File: config.mk
export PLATFORM = sky130hd
export DESIGN_NAME = hline_move_ctrl
export DESIGN_NICKNAME = d
export VERILOG_FILES = /design/src/rtl/hline_move_ctrl.sv
export SDC_FILE = /design/constraint.sdc
export NUM_CORES = 1
export LEC_CHECK = 0
export CORE_AREA = 2 2 56 58
export DETAILED_ROUTE_END_ITERATION = 12
export DIE_AREA = 0 0 58 60
export PLACE_DENSITY = 0.81
export SLEW_MARGIN = 15
export SYNTH_ARGS = -nofsm -noshare
export SYNTH_HDL_FRONTEND = slang
export SYNTH_SLANG_ARGS = --single-unit
export TNS_END_PERCENT = 20
File: constraint.sdc
create_clock -name clk -period 1.9 [get_ports clk]
set_input_delay 0.19 -clock clk [delete_from_list [all_inputs] [get_ports clk]]
set_output_delay 0.19 -clock clk [all_outputs]
set_load 0.01 [all_outputs]
File: src/rtl/hline_move_ctrl.sv
// Motion sequencer for the horizontal line's Y counter chain: one-cycle up/dw/ld strobes, bounce between Y_MIN/Y_MAX.
// Latency: strobes are registered and appear the cycle after the qualifying frame/start/load_req.
module hline_move_ctrl #(
  parameter int unsigned STEP_FRAMES = 2,
  parameter logic [15:0] Y_MIN       = 16'd18,
  parameter logic [15:0] Y_MAX       = 16'd630,
  parameter logic [15:0] Y_INIT      = 16'd320
) (
  input  logic        clk,
  input  logic        reset,
  input  logic        frame,
  input  logic        start,
  input  logic        stop,
  input  logic        pause,
  input  logic        load_req,
  input  logic [15:0] load_val,
  input  logic [15:0] y,
  output logic        up,
  output logic        dw,
  output logic        ld,
  output logic [15:0] d,
  output logic        dir,
  output logic        moving
);

  localparam int FW = $clog2(STEP_FRAMES) + 1;
  localparam logic [FW-1:0] FLAST = FW'(STEP_FRAMES - 1);

  typedef enum logic [1:0] {
    IDLE  = 2'd0,
    LOAD  = 2'd1,
    RUN   = 2'd2,
    PAUSE = 2'd3
  } state_t;

  state_t        state, state_nx;
  logic [FW-1:0] fcnt, fcnt_nx;
  logic          up_nx, dw_nx, ld_nx, dir_nx;
  logic [15:0]   d_nx;
  logic [15:0]   clamp_val;

  always_comb begin
    clamp_val = load_val;
    if (load_val < Y_MIN)
      clamp_val = Y_MIN;
    else if (load_val > Y_MAX)
      clamp_val = Y_MAX;
  end

  // Priority: load_req > stop > pause > start > step; reset handled in the register.
  always_comb begin
    state_nx = state;
    fcnt_nx  = fcnt;
    up_nx    = 1'b0;
    dw_nx    = 1'b0;
    ld_nx    = 1'b0;
    d_nx     = d;
    dir_nx   = dir;
    if (load_req) begin
      ld_nx   = 1'b1;
      d_nx    = clamp_val;
      fcnt_nx = '0;
      // LOAD is a single-cycle state and never lingers
      if (state == LOAD)
        state_nx = RUN;
    end else if (stop) begin
      state_nx = IDLE;
      fcnt_nx  = '0;
    end else if (pause && (state == RUN)) begin
      state_nx = PAUSE;
    end else if (pause && (state == PAUSE)) begin
      state_nx = RUN;
    end else begin
      unique case (state)
        IDLE: begin
          if (start) begin
            state_nx = LOAD;
            ld_nx    = 1'b1;
            d_nx     = Y_INIT;
            dir_nx   = 1'b1;
            fcnt_nx  = '0;
          end
        end
        LOAD: state_nx = RUN;
        RUN: begin
          if (frame) begin
            if (fcnt == FLAST) begin
              fcnt_nx = '0;
              if (dir && (y >= Y_MAX)) begin
                dir_nx = 1'b0;
                dw_nx  = 1'b1;
              end else if (!dir && (y <= Y_MIN)) begin
                dir_nx = 1'b1;
                up_nx  = 1'b1;
              end else if (dir) begin
                up_nx = 1'b1;
              end else begin
                dw_nx = 1'b1;
              end
            end else begin
              fcnt_nx = fcnt + FW'(1);
            end
          end
        end
        default: ;
      endcase
    end
  end

  always_ff @(posedge clk) begin
    if (reset) begin
      state  <= IDLE;
      fcnt   <= '0;
      up     <= 1'b0;
      dw     <= 1'b0;
      ld     <= 1'b0;
      d      <= Y_INIT;
      dir    <= 1'b1;
      moving <= 1'b0;
    end else begin
      state  <= state_nx;
      fcnt   <= fcnt_nx;
      up     <= up_nx;
      dw     <= dw_nx;
      ld     <= ld_nx;
      d      <= d_nx;
      dir    <= dir_nx;
      moving <= (state_nx == RUN);
    end
  end

endmodule

After elaboration in Yosys (flattened, before gate mapping). Index checks and enable logic that the tools add are counted.

Bits in registers: 25.

Add/sub/neg operators: 1. $lt $le $gt $ge: 4. Eq/ne operators: 12. Muxes and demuxes: 36. Bitwise gates (word level): 7. Reductions and logical operators: 15.

Operators by type and width (count): 2-to-1 mux 16 bit (8); 2-to-1 mux 2 bit (9); >= comparator 16 x 10 -> 1 bit, second input constant (1); greater-than comparator 16 x 10 -> 1 bit, second input constant (1); less-or-equal comparator 16 x 5 -> 1 bit, second input constant (1); less-than comparator 16 x 5 -> 1 bit, second input constant (1); 2-to-1 mux 1 bit (16); AND reduction 5 bit (2); AND reduction 9 bit (1); OR reduction 9 bit (1); != test 2 bit, second input constant (4); one-hot mux 2 bit (2 select lines) (2); OR reduction 8 bit (1); NOT 1 bit (7); equality test 2 bit, second input constant (3); nonzero test 2 bit (3); equality test 2 x 1 -> 1 bit, second input constant (2); logical AND 1 bit (4); != test 2 x 1 -> 1 bit, second input constant (2); != test 3 x 1 -> 1 bit, second input constant (1); OR reduction 3 bit (1); adder 2 x 1 -> 2 bit, second input constant (1); logical NOT 2 bit (1); one-hot mux 1 bit (2 select lines) (1); logical NOT 1 bit (1).

Longest topological paths before layout.
Depth after elaboration: 7. Gate-level depth with buffers: 5.

Worst setup path before layout. OpenSTA, ideal clock, no wires.

Path type: reg2reg. Start: register state[1]. End: register dir. Setup time: 0.120 ns. Arrival: 1.143 ns. Required time: 1.780 ns. Path slack: 0.637 ns. Stages on the path, launching flop included: 5. Path buffers: 0. Clock period less this slack: 1.263 ns. Cell sequence: dfxtp_1 nand4bb_1 nor4_1 o21ai_0 a211o_1.

Word-level cells in the longest chain between the ends: 4.

Ends and longest elaborated chain: start: declaration (RTL line 36) `state_t state, state_nx;`; start signal: assignment (RTL line 121) `state <= state_nx;`; parallel branches: the longest is 4 deep, another holds AND reduction 9 bit; end signal: assignment (RTL line 127) `dir <= dir_nx;`; end: declaration (RTL line 22) `output logic dir,`.

Several ways; the timed one is not identified. A chain may end at the register's enable or synchronous reset.

Worst setup path in the final report.
Start: register state[1]. End: register d[3].

Word-level cells in the longest chain between the ends: 4.

Ends and longest elaborated chain: equality test 2 bit (on tied branches) (RTL line 71, 69); logical AND 1 bit (on tied branches) (RTL line 71, 69); != test 2 bit (no line); AND reduction 5 bit (no line) (*); end signal: assignment (RTL line 126) `d <= d_nx;`; end: declaration (RTL line 21) `output logic [15:0] d,`.

Mark *: on every way between the ends. The rest lies on a longest branch, timed or not.

==> metrics.md <==
| Metric | Value |
|---|---|
| N_diodes | `0` |
| Maximum number of pins on one net before global-route repair | `16` |
| TritonCTS clock tree | `built` |
| Count of warnings emitted by yosys | `0` |
| Final period utilization | `85.73%` |
| Worst Path Max Fanout | `11` |
| Buffer levels on the longest clock path | `2` |
| Data arrival time of the critical path | `1.86 ns` |
| Cell type with the highest aggregate area in the netlist | `dfxtp_1` |
| Horizontal die dimension | `about 58 um` |
| Layout-stage area growth over the synthesis result | `58.37%` |
| Dominant register cell in the synthesized netlist | `dfxtp_1` |
| Slew Viols, Final | `0` |
| Grt ovf | `0` |
| GP Congestion | `0.8462` |
| Slew at the pin closest to its max-slew limit | `just over 0.9 ns` |
| Post-route DRC violation count | `0` |
| Leakage power of the design | `~0.66 nW` |
| Routed Wire Length | `3.055 mm` |
| Number of inserted filler cells in the final layout | `261` |
| Area of the die | `~3500 um^2` |
| Final hold slack | `about 0.45 ns` |
| Antenna violations before repair | `0` |
| Post-synthesis cell area | `~1200 um^2` |
| Non-filler cells in the finished layout | `~230` |
| RR Startpoint | `state[1]` |
| CTS-repair resized insts | `0` |
| Flops & latches, synth | `25` |
| Shortest period the worst path allows | `1.629 ns` |
| Final Util | `62.80%` |
| CTS Hold Bufs | `0` |
| Final antenna-violating net count | `0` |
| Relative max-transition margin | `between 30% and 40%` |
| Power Dens Cells | `roughly 540 nW/um^2` |
| Endpoint of the worst register-to-register path | `d[3]` |
| Placed cell area | `roughly 1800 um^2` |
| First drt pass iteration count | `4` |
| Outcome | `complete, no violations` |
| Share of cells above drive strength 1 | `under 10%` |
| Fraction of synthesis flops using an asynchronous set or reset pin | `0%` |
| Endpoint class of the critical path | `flop` |
| Combined global-route utilization of all metal layers | `between 10% and 20%` |
| Cell family with most CP delay | `simple AND/OR/NAND/NOR gates` |
| # Max-Cap Violations | `0` |
| Cell row count | `20` |
| Routed length per instance | `13.34 um` |
| Routed via count | `around 1,200` |
| Design Power | `0.9815 mW` |
| Number of buffer and inverter instances along the worst setup path | `0` |
| Source-to-sink clock delay at the later pin of the worst-skew pair | `~0.31 ns` |
| Post-CTS setup buffer count | `0` |
| Yosys cell types | `38` |
| DRC marker count from the first detailed-route iteration | `a little over 40` |
| Launching element type of the critical path | `flop` |
| Synth Area per Inst | `a little under 9 um^2` |
| Core Region | `slightly below 3000 um^2` |
| Unrepaired setup endpoints after global routing | `no` |
| Synthesized net count | `around 170` |
| Total I/O pin count | `60` |
| Cells after DPL | `225` |
| Post-route setup TNS | `0 ns` |
| Highest achievable clock rate | `just over 0.6 GHz` |
| Maximum ir drop on the vdd rail | `approximately 0.48 mV` |
| Effective utilization at floorplan | `between 30% and 40%` |
| Port bufs | `59` |
| Min-delay worst type | `reg2reg` |
| Vias in the first global route | `roughly 1,100` |
| Hold EP | `d[9]` |
| TritonCTS Buffers | `3` |
| Critical-path cell with the highest stage delay | `nor3_1` |
| Start point of the worst min-delay path | `d[9]` |
| Clock transition at the registers of the reported paths | `around 0.13 ns` |
| Number of instances in the synthesized netlist | `about 130` |
| Nets | `between 200 and 250` |
| Clock root buffer | `clkbuf_4` |
| Cell breakdown of the critical path | `nor4b_4, nor3_1, nand2_1, o31ai_1` |
| Number of sinks driven by the clock tree | `25` |
| Die Y-Extent | `60 um` |
| Pre-CTS worst setup slack | `around 0.060 ns` |
| Setup-failing EPs final | `0` |
| Number of vias per cell | `about 5.4` |
| Part of the Yosys area used for sequential elements | `43.48%` |
| Cell count of the worst reg-to-reg path | `4` |
| Hold depth | `2` |
| CTS HTree Levels | `1` |
| Leading cell types by total area after synthesis | `dfxtp_1 (43%), nor2_1 (4.6%), and2_1 (4.3%)` |
| Worst Skew | `around 0.0015 ns` |
| Final design instance area without fill | `around 1800 um^2` |
| Crit Path Category | `reg2reg` |
| Maximum cell stage delay along the critical path | `~0.72 ns` |
| Wire length of the first global-routing pass | `4.933 mm` |
| Count of flip-flops with a built-in enable after synthesis | `0` |
| Worst reg2reg setup slack | `approximately 0.27 ns` |
| Req. time, crit path | `2.13 ns` |
| Post-DP HPWL | `2.545 mm` |
| Hold Fails Final Rpt | `0` |
| Setup slack of the critical path after layout | `about 0.27 ns` |
| Share of the synthesized area in the top cell type | `43.48%` |
[sequential cells by signal (all words and copies together) (netlist names)]
register  cells
d            16
dir           1
dw            1
fcnt          2
ld            1
moving        1
state         2
up            1
[report_power, final]
part | switching (mW) | internal (mW) | total (mW)
combinational | 0.0779 | 0.120 | 0.198
clock | 0.156 | 0.0803 | 0.236
sequential | 0.00929 | 0.538 | 0.547
total | 0.243 | 0.738 | 0.981
[cells in the final DEF, fill, tap and decap left out, types with 4 or more instances in the layout]
cell,n
nand2b_1,4
and2_1,8
nor4_1,5
o31ai_1,4
clkdlybuf4s50_1,59
nor2_1,14
a21oi_1,6
buf_4,4
dfxtp_1,25
nand2_1,12
nand3_1,6
a31oi_1,4
o21ai_0,4
inv_1,4
[synth_stat cells, drive strengths merged, types with 3 or more instances]
| library cell | count |
|---|---|
| dfxtp | 25 |
| nor2 | 14 |
| nand2 | 12 |
| and2 | 8 |
| a21oi | 6 |
| nand3 | 6 |
| nor4 | 6 |
| o21ai | 6 |
| a31oi | 4 |
| inv | 4 |
| nand2b | 4 |
| o31ai | 4 |
| nor3 | 3 |
| o211ai | 3 |
[logic make-up (layout without fill, tap and decap cells)]
| logic type | Yosys count | in the layout | synth area share [%] |
|---|---|---|---|
| compound gates | 36 | 36 | 21.85 |
| buf+inv | 8 | 71 | 3.043 |
| flops | 25 | 25 | 43.48 |
| simple gates | 64 | 64 | 31.63 |
[worst register-to-register path, cell delays in order, from the launching register on]
cell and delay, ns:
dfxtp_1 0.52, nor4b_4 0.10, nor3_1 0.72, nand2_1 0.12, o31ai_1 0.10
[routing by layer]
layer / up-vias / GRT usage, % / routed length, um
met5: - / 0 / 0
met3: 2 / 4.978 / 205
met2: 56 / 32.47 / 1565
li1: 618 / - / -
met4: 0 / 3.654 / 15
met1: 564 / 21.66 / 1269
[cell type report]
type                    instances  area, um^2  area share (%)
clock buffers                   3       22.52           1.235
clock inverters                 1       7.507          0.4118
inverters                       4       15.01          0.8236
multi-input cells             100       615.6           33.77
flip-flops and latches         25       500.5           27.45
well taps                      33       41.29           2.265
repair buffers                 63       620.6           34.04
[worst max-delay path by stage]
stage,cells after the start,start,to
floorplan,4,state[1],dir
detailed placement,5,stop,d[3]
finish,4,state[1],d[3]
global route,4,state[1],d[3]
global placement,5,load_val[15],d[4]
CTS,4,state[1],d[3]
No activity file was read; power rests on OpenSTA's default activity.
